<file path="config.mk">
export PLATFORM = sky130hd
export DESIGN_NAME = shift_sequencer
export DESIGN_NICKNAME = d
export VERILOG_FILES = /design/src/rtl/shift_sequencer.sv
export SDC_FILE = /design/constraint.sdc
export NUM_CORES = 1
export LEC_CHECK = 0
export ABC_AREA = 1
export CORE_MARGIN = 1.5
export CORE_UTILIZATION = 30
export DETAILED_ROUTE_END_ITERATION = 16
export PLACE_DENSITY_LB_ADDON = 0.3
export SLEW_MARGIN = 40
export SYNTH_ARGS = -nofsm -noshare
export SYNTH_HDL_FRONTEND = slang
export SYNTH_SLANG_ARGS = --single-unit
</file>
<file path="constraint.sdc">
create_clock -name CLKx4 -period 4 [get_ports CLKx4]
set_input_delay 0.8 -clock CLKx4 [delete_from_list [all_inputs] [get_ports CLKx4]]
set_output_delay 0.8 -clock CLKx4 [all_outputs]
set_load 0.1 [all_outputs]
</file>
<file path="src/rtl/shift_sequencer.sv">
// Multi-count shift/rotate unit: executes ROL/ROR/RCL/RCR/SHL/SHR/SAR by an
// arbitrary count, one bit per CLKx4 cycle, with a start/busy/done handshake.
module shift_sequencer #(
  parameter int unsigned WIDTH      = 16,
  parameter int unsigned COUNT_W    = 8,
  parameter int unsigned MASK_COUNT = 0
) (
  input  logic               CLKx4,
  input  logic               RESETn,
  input  logic               start,
  input  logic [WIDTH-1:0]   A,
  input  logic [COUNT_W-1:0] Count,
  input  logic [2:0]         Operation,
  input  logic               byteWord,
  input  logic               carryIn,
  output logic               busy,
  output logic               done,
  output logic               flagsValid,
  output logic [WIDTH-1:0]   S,
  output logic               F_Overflow,
  output logic               F_Neg,
  output logic               F_Zero,
  output logic               F_Aux,
  output logic               F_Parity,
  output logic               F_Carry
);

  typedef enum logic {IDLE, SHIFT} state_t;

  localparam logic [WIDTH-1:0]   BYTE_MASK = WIDTH'(8'hFF);
  localparam logic [COUNT_W-1:0] CNT_MASK  =
    (MASK_COUNT != 0) ? COUNT_W'(5'h1F) : {COUNT_W{1'b1}};

  state_t             state_q, state_d;
  logic [WIDTH-1:0]   v_q;
  logic               c_q;
  logic [COUNT_W-1:0] cnt_q;
  logic [2:0]         op_q;
  logic               bw_q;

  logic [COUNT_W-1:0] eff_cnt;
  logic [WIDTH-1:0]   a_sel;
  logic [WIDTH-1:0]   nv;
  logic               nc, msb, msb1, nmsb, nmsb1, lin, rin, of_n, zf_n;

  // Effective count and operand as seen at acceptance (byte mode clears upper bits)
  always_comb begin
    eff_cnt = Count & CNT_MASK;
    a_sel   = byteWord ? A : (A & BYTE_MASK);
  end

  // One single-bit step on the latched working value; also derives final-step flags
  always_comb begin
    msb  = bw_q ? v_q[WIDTH-1] : v_q[7];
    msb1 = bw_q ? v_q[WIDTH-2] : v_q[6];
    case (op_q[2:1])
      2'b00:   lin = msb;
      2'b01:   lin = c_q;
      default: lin = 1'b0;
    endcase
    case (op_q[2:1])
      2'b00:   rin = v_q[0];
      2'b01:   rin = c_q;
      2'b10:   rin = 1'b0;
      default: rin = msb;
    endcase
    // Byte-mode right shifts rely on the upper bits being zero, so bit 7 of
    // v>>1 is free to receive the incoming bit.
    if (op_q[0]) begin
      nv = v_q >> 1;
      if (bw_q) nv[WIDTH-1] = rin;
      else      nv[7]       = rin;
      nc = v_q[0];
    end else begin
      nv    = v_q << 1;
      nv[0] = lin;
      if (!bw_q) nv = nv & BYTE_MASK;
      nc = msb;
    end
    nmsb  = bw_q ? nv[WIDTH-1] : nv[7];
    nmsb1 = bw_q ? nv[WIDTH-2] : nv[6];
    zf_n  = bw_q ? (nv == '0) : (nv[7:0] == 8'h00);
    case (op_q)
      3'b000, 3'b010: of_n = nmsb ^ nc;
      3'b001, 3'b011: of_n = nmsb ^ nmsb1;
      3'b100, 3'b110: of_n = msb ^ msb1;
      3'b101:         of_n = msb;
      default:        of_n = 1'b0;
    endcase
  end

  // Next-state logic and busy indication
  always_comb begin
    state_d = state_q;
    case (state_q)
      IDLE:    if (start && (eff_cnt != '0)) state_d = SHIFT;
      SHIFT:   if (cnt_q == COUNT_W'(1)) state_d = IDLE;
      default: state_d = IDLE;
    endcase
    busy = (state_q == SHIFT);
  end

  // State register
  always_ff @(posedge CLKx4 or negedge RESETn) begin
    if (!RESETn) state_q <= IDLE;
    else         state_q <= state_d;
  end

  // Datapath: latch on acceptance, step while shifting, publish result on last step
  always_ff @(posedge CLKx4 or negedge RESETn) begin
    if (!RESETn) begin
      v_q        <= '0;
      c_q        <= 1'b0;
      cnt_q      <= '0;
      op_q       <= '0;
      bw_q       <= 1'b0;
      done       <= 1'b0;
      flagsValid <= 1'b0;
      S          <= '0;
      F_Overflow <= 1'b0;
      F_Neg      <= 1'b0;
      F_Zero     <= 1'b0;
      F_Aux      <= 1'b0;
      F_Parity   <= 1'b0;
      F_Carry    <= 1'b0;
    end else begin
      done <= 1'b0;
      case (state_q)
        IDLE: begin
          if (start) begin
            if (eff_cnt == '0) begin
              done       <= 1'b1;
              flagsValid <= 1'b0;
              S          <= a_sel;
            end else begin
              v_q   <= a_sel;
              c_q   <= carryIn;
              cnt_q <= eff_cnt;
              op_q  <= Operation;
              bw_q  <= byteWord;
            end
          end
        end
        SHIFT: begin
          v_q   <= nv;
          c_q   <= nc;
          cnt_q <= cnt_q - COUNT_W'(1);
          if (cnt_q == COUNT_W'(1)) begin
            done       <= 1'b1;
            flagsValid <= 1'b1;
            S          <= nv;
            F_Carry    <= nc;
            F_Neg      <= nmsb;
            F_Zero     <= zf_n;
            F_Aux      <= nv[4];
            F_Parity   <= ~^nv[7:0];
            F_Overflow <= of_n;
          end
        end
        default: ;
      endcase
    end
  end

endmodule
</file>
======== Yosys cells after proc, flatten, opt, wreduce, memory -nomap -nowiden ========
Index checks and enable logic that the tools add are counted.
storage, ports and cells
  register bits after elaboration ......... 54
  logic and storage cells ................. 87
  output and inout bits ................... 25
cells by class
  mux-type cells .......................... 38
  bitwise gates (word level) .............. 5
  add/sub/neg operators ................... 1
  reduce and logical (&&, ||, !) cells .... 15
  eq/ne operators ......................... 13
operators by type and width
  cell                 count
  $mux 16              8
  $pmux 16 s2          2
  $mux 1               18
  $logic_not 16->1     1
  $logic_not 8->1      2
  $mux 8               2
  $pmux 8 s2           1
  $pmux 1 s2           5
  $eq 3x3->1 const B   3
  $eq 8x1->1 const B   1
  $reduce_bool 8->1    1
  $reduce_xnor 8->1    1
  $sub 8x1->8 const B  1
  $eq 3x2->1 const B   2
  $ne 2x2->1 const B   3
  $reduce_and 3->1     2
  $reduce_or 2->1      3
  $pmux 1 s4           1
  $reduce_and 2->1     2
  $eq 3x1->1 const B   1
  $logic_not 3->1      1
  $pmux 1 s3           1
  $xor 1x1->1          3
  $eq 2x1->1 const B   1
  5 further kinds      6

======== Depth between registers and ports, before layout ========
  depth after elaboration ................. 7
  mapped depth ............................ 15

======== Least setup slack after synthesis ========
No wires, ideal clock.
  kind .................................... register to register
  from .................................... register state_q, in the netlist busy
  to ...................................... register flagsValid
  buffers on the path ..................... 1
  slack ................................... 2.132 ns
  cell stages (with the launch flop) ...... 7
  data required time ...................... 3.871 ns
  data arrival time ....................... 1.740 ns
  cell sequence ........................... dfrtp_1 -> nand4_2 -> nand2_4 -> inv_2 -> buf_6 -> nand2_1 -> nand2_1
on the way
  cells in the longest elaborated chain, start to end .. 3
  elaborated cells between the ends (all ways) .. 6
  those cells by class .................... eq/ne (3); mux (1); bitwise (1); reduce/logical (1)
RTL lines
  what                        line  source
  start, declared             34    state_t state_q, state_d;
  start signal, assigned      106   else state_q <= state_d;
  $not 1->1 (no line)         -
  $ne 2x2->1 (no line)        -
  $reduce_and 3->1 (no line)  -
  end signal, assigned        118   flagsValid <= 1'b0;
  end signal, assigned        133   flagsValid <= 1'b0;
  end signal, assigned        150   flagsValid <= 1'b1;
  end, declared               18    output logic flagsValid,
Parallel ways exist; a longest one is shown, timed or not.
A chain may end at the register's enable or synchronous reset.

======== Worst setup path in the final report ========
  from .................................... register op_q[0]
  to ...................................... register F_Parity
on the way
  cells in the longest elaborated chain, start to end .. 2
RTL lines
  what                    line  source
  start, declared         38    logic [2:0] op_q;
  start signal, assigned  139   op_q <= Operation;
  $mux 16                 69    if (op_q[0]) begin
  $reduce_xnor 8->1       156   F_Parity <= ~^nv[7:0];
  end signal, assigned    156
  end, declared           24    output logic F_Parity,
Every way passes these cells.

==> impl_metrics.yaml <==
outcome:
  status: "finished clean"
cts:
  cts_root_buffer: "clkbuf_8"
  numCtsBuffers: 5
  clock_latency_ns: 0.31
  cts_sinks: 54
  clk_path_buf_depth: 2
  cts_tree: "done"
  h-tree-depth: 2
  path_clk_slew_ns: 0.10
  ctsHoldBuffers: 0
  post_cts_resized: 0
  cts_setup_buffers: 0
floorplanning:
  ios: 57
  initial_core_util_pct: 31.4
  die_x_um: 102
  coreArea_um2: 9370
  row_count: 35
  die_h_um: 102
  die_area_um2: 10400
global_route:
  use_met3_pct: 2.67
  grtUsageMet1_pct: 19.9
  grt_overflow: 0
  grt_busiest_layer: "met2"
  met2_usage_pct: 24.9
  grt_first_pass_wirelength_um: 12100
  antenna_found_initial: 0
  track_usage_pct: 14.9
  grt_pass1_vias: 2566
  grt_max_degree: 39
finish:
  area_delta_synth_final_pct: 20.7
  antenna_cells: 0
  finish.net_count: 463
  fillCellCount: 1042
  fin_cells: 555
  drive_gt1_share_pct: 13.6
  final_util_pct: 37.9
synthesis:
  syn_avg_cell_area_um2: 7.82
  yosys_warnings: 0
  synth.distinct_cells: 34
  syn_inst: 376
  syn_area_um2: 2940
  synth-seq-cells: 54
  synth_largest_area_cell: "dfrtp_1"
  synthTopCellsByArea: "dfrtp_1, nand2_1, o21ai_0"
  synth_top_area_share_pct: 45.9
  synth_fp_nets: 414
  yosysSeqAreaShare_pct: 45.9
placed_design:
  io_buffers: 56
  hpwl_um: 5370
  dp_cells: 547
  place_congestion: 0.827
sta:
  tightest_slew_ns: 0.621
  period_needed_ns: 2.42
  max-slew-margin-rel_pct: 58.6
  final_hold_viol_count: 0
  drv_slew: 0
  fin_setup_tns_ns: 0
  rsz0062_at_grt: "false"
  holdWs_ns: 0.444
  setup_viol: 0
  min_period_over_period_pct: 60.5
  max_freq_mhz: 413
  clock_skew_ns: 0.00860
pwr:
  pwr-share-comb_pct: 5.1
  seq_power_share_pct: 59.5
  powerDensity_nw_per_um2: 258
  vdd_drop_max_v: 0.000140
  p_switching_w: 0.000203
  p_int_w: 0.000713
  netSwitchingFraction_pct: 22.2
  p_leak_nw: 1.67
  p_clk_share_pct: 35.3
setup_path:
  worstPathMaxFanout: 20
  regToRegSetupSlack_ns: 1.58
  reg2reg_to: "F_Parity"
  end_kind: "flop"
  timing.rr.start: "op_q[0]"
  path_class: "reg -> reg"
  startpoint_type: "flop"
  reg2reg_depth: 6
  cp.required_ns: 4.18
  critPathArrivalTime_ns: 2.60
drt:
  drt-initial-drc-count: 159
  drc: 0
  first_pass_iters: 4
  vias: 2632
  postRouteAntennaNets: 0
  drt-total-wl_um: 7260
  viasPerCell: 4.74
  wl_per_cell_um: 13.1
flow_run:
  maxCapViolations: 0
hold_path:
  hold_path_class: "in -> async"
## flip-flops by register name, summed over array words and instances, names as in the netlist
name / cells
bw_q: 1
op_q: 3
c_q: 1
F_Overflow: 1
v_q: 16
S: 16
cnt_q: 8
F_Parity: 1
F_Carry: 1
F_Aux: 1
busy: 1
flagsValid: 1
done: 1
F_Neg: 1
F_Zero: 1
## cell usage after synthesis, drive strengths merged
cell type,count
xnor2,2
a22oi,5
o221ai,1
clkinv,1
inv,34
buf,10
nand3,23
nor2,24
o311ai,1
nand2,137
o22ai,1
nor4,1
nand4,7
a31oi,6
o21ai,47
a21oi,2
or2,1
clkbuf,6
xor2,2
dfrtp,54
ha,6
o211ai,5
## power groups by stage
| stage | sequential (W) | combinational, W | clock, W |
|---|---|---|---|
| global placement | 0.000556 | 0.0000475 | 0 |
| global route | 0.000546 | 0.0000515 | 0.000358 |
| CTS | 0.000545 | 0.0000487 | 0.000334 |
| finish | 0.000545 | 0.0000468 | 0.000324 |
| floorplan | 0.000556 | 0.00000293 | 0 |
| detailed placement | 0.000556 | 0.0000484 | 0 |
## stage by stage
step / instance area (um2) / power [W] / worst slack (ns)
6_report: 3550 / 0.000916 / 1.58
5_1_grt: 3550 / 0.000955 / 1.34
4_1_cts: 3550 / 0.000928 / 1.59
3_5_place_dp: 3460 / 0.000605 / 1.32
3_3_place_gp: 3580 / 0.000604 / 1.29
2_1_floorplan: 2940 / 0.000559 / 2.13
## critical path, stage by stage (launching register included)
cell and delay, ns:
dfrtp_1 0.75, inv_1 0.38, o21ai_0 0.43, ha_1 0.32, xnor2_1 0.20, xnor2_1 0.13, o21ai_0 0.08
## cells by family after synthesis
family / Yosys count / synth area share [%]
XOR/XNOR: 4 / 1.19
buffers and inverters: 51 / 7.87
adder cells (fa/ha/maj): 6 / 2.55
AO/OA/AOI/OAI: 68 / 13.8
flip-flops: 54 / 45.9
AND/OR/NAND/NOR: 193 / 28.6
## routing by layer
| layer | vias to the layer above | share of wire, % |
|---|---|---|
| met1 | 1239 | 48 |
| li1 | 1323 | - |
| met4 | 0 | 0.65 |
| met5 | - | 0 |
| met3 | 4 | 4.6 |
| met2 | 66 | 46 |
## cell type report
class	count	area [um2]	area share [%]
Multi-Input combinational cell	271	1360	38.3
Sequential cell	54	1350	38.1
Timing Repair Buffer	58	448	12.6
Tap cell	129	161	4.55
Inverter	35	136	3.84
Clock buffer	6	82.6	2.33
Clock inverter	2	12.5	0.352
## worst max path at each step
stage	start	to	slack, ns	depth (start not counted)
global route	op_q[0]	F_Parity	1.34	6
finish	op_q[0]	F_Parity	1.58	6
floorplan	busy	flagsValid	2.13	6
global placement	busy	busy	1.29	1
CTS	op_q[0]	F_Parity	1.59	6
detailed placement	Count[6]	c_q	1.32	11
## layout by cell type (no fill, tap or decap), types with 3 or more instances in the layout
cell type	Yosys	routed
clkbuf_8	0	6
nor2_1	24	24
buf_4	2	3
nand2_1	129	129
ha_1	6	6
inv_2	5	5
dfrtp_1	54	54
o21ai_1	8	8
nand2_4	6	6
nand4_1	6	6
o21ai_0	36	36
a31oi_1	6	6
a22oi_1	4	4
nand3_1	21	21
clkdlybuf4s50_1	0	30
buf_2	4	25
o211ai_1	5	5
inv_1	28	28
o21ai_2	3	3
Power figures use the tool's default switching activity.
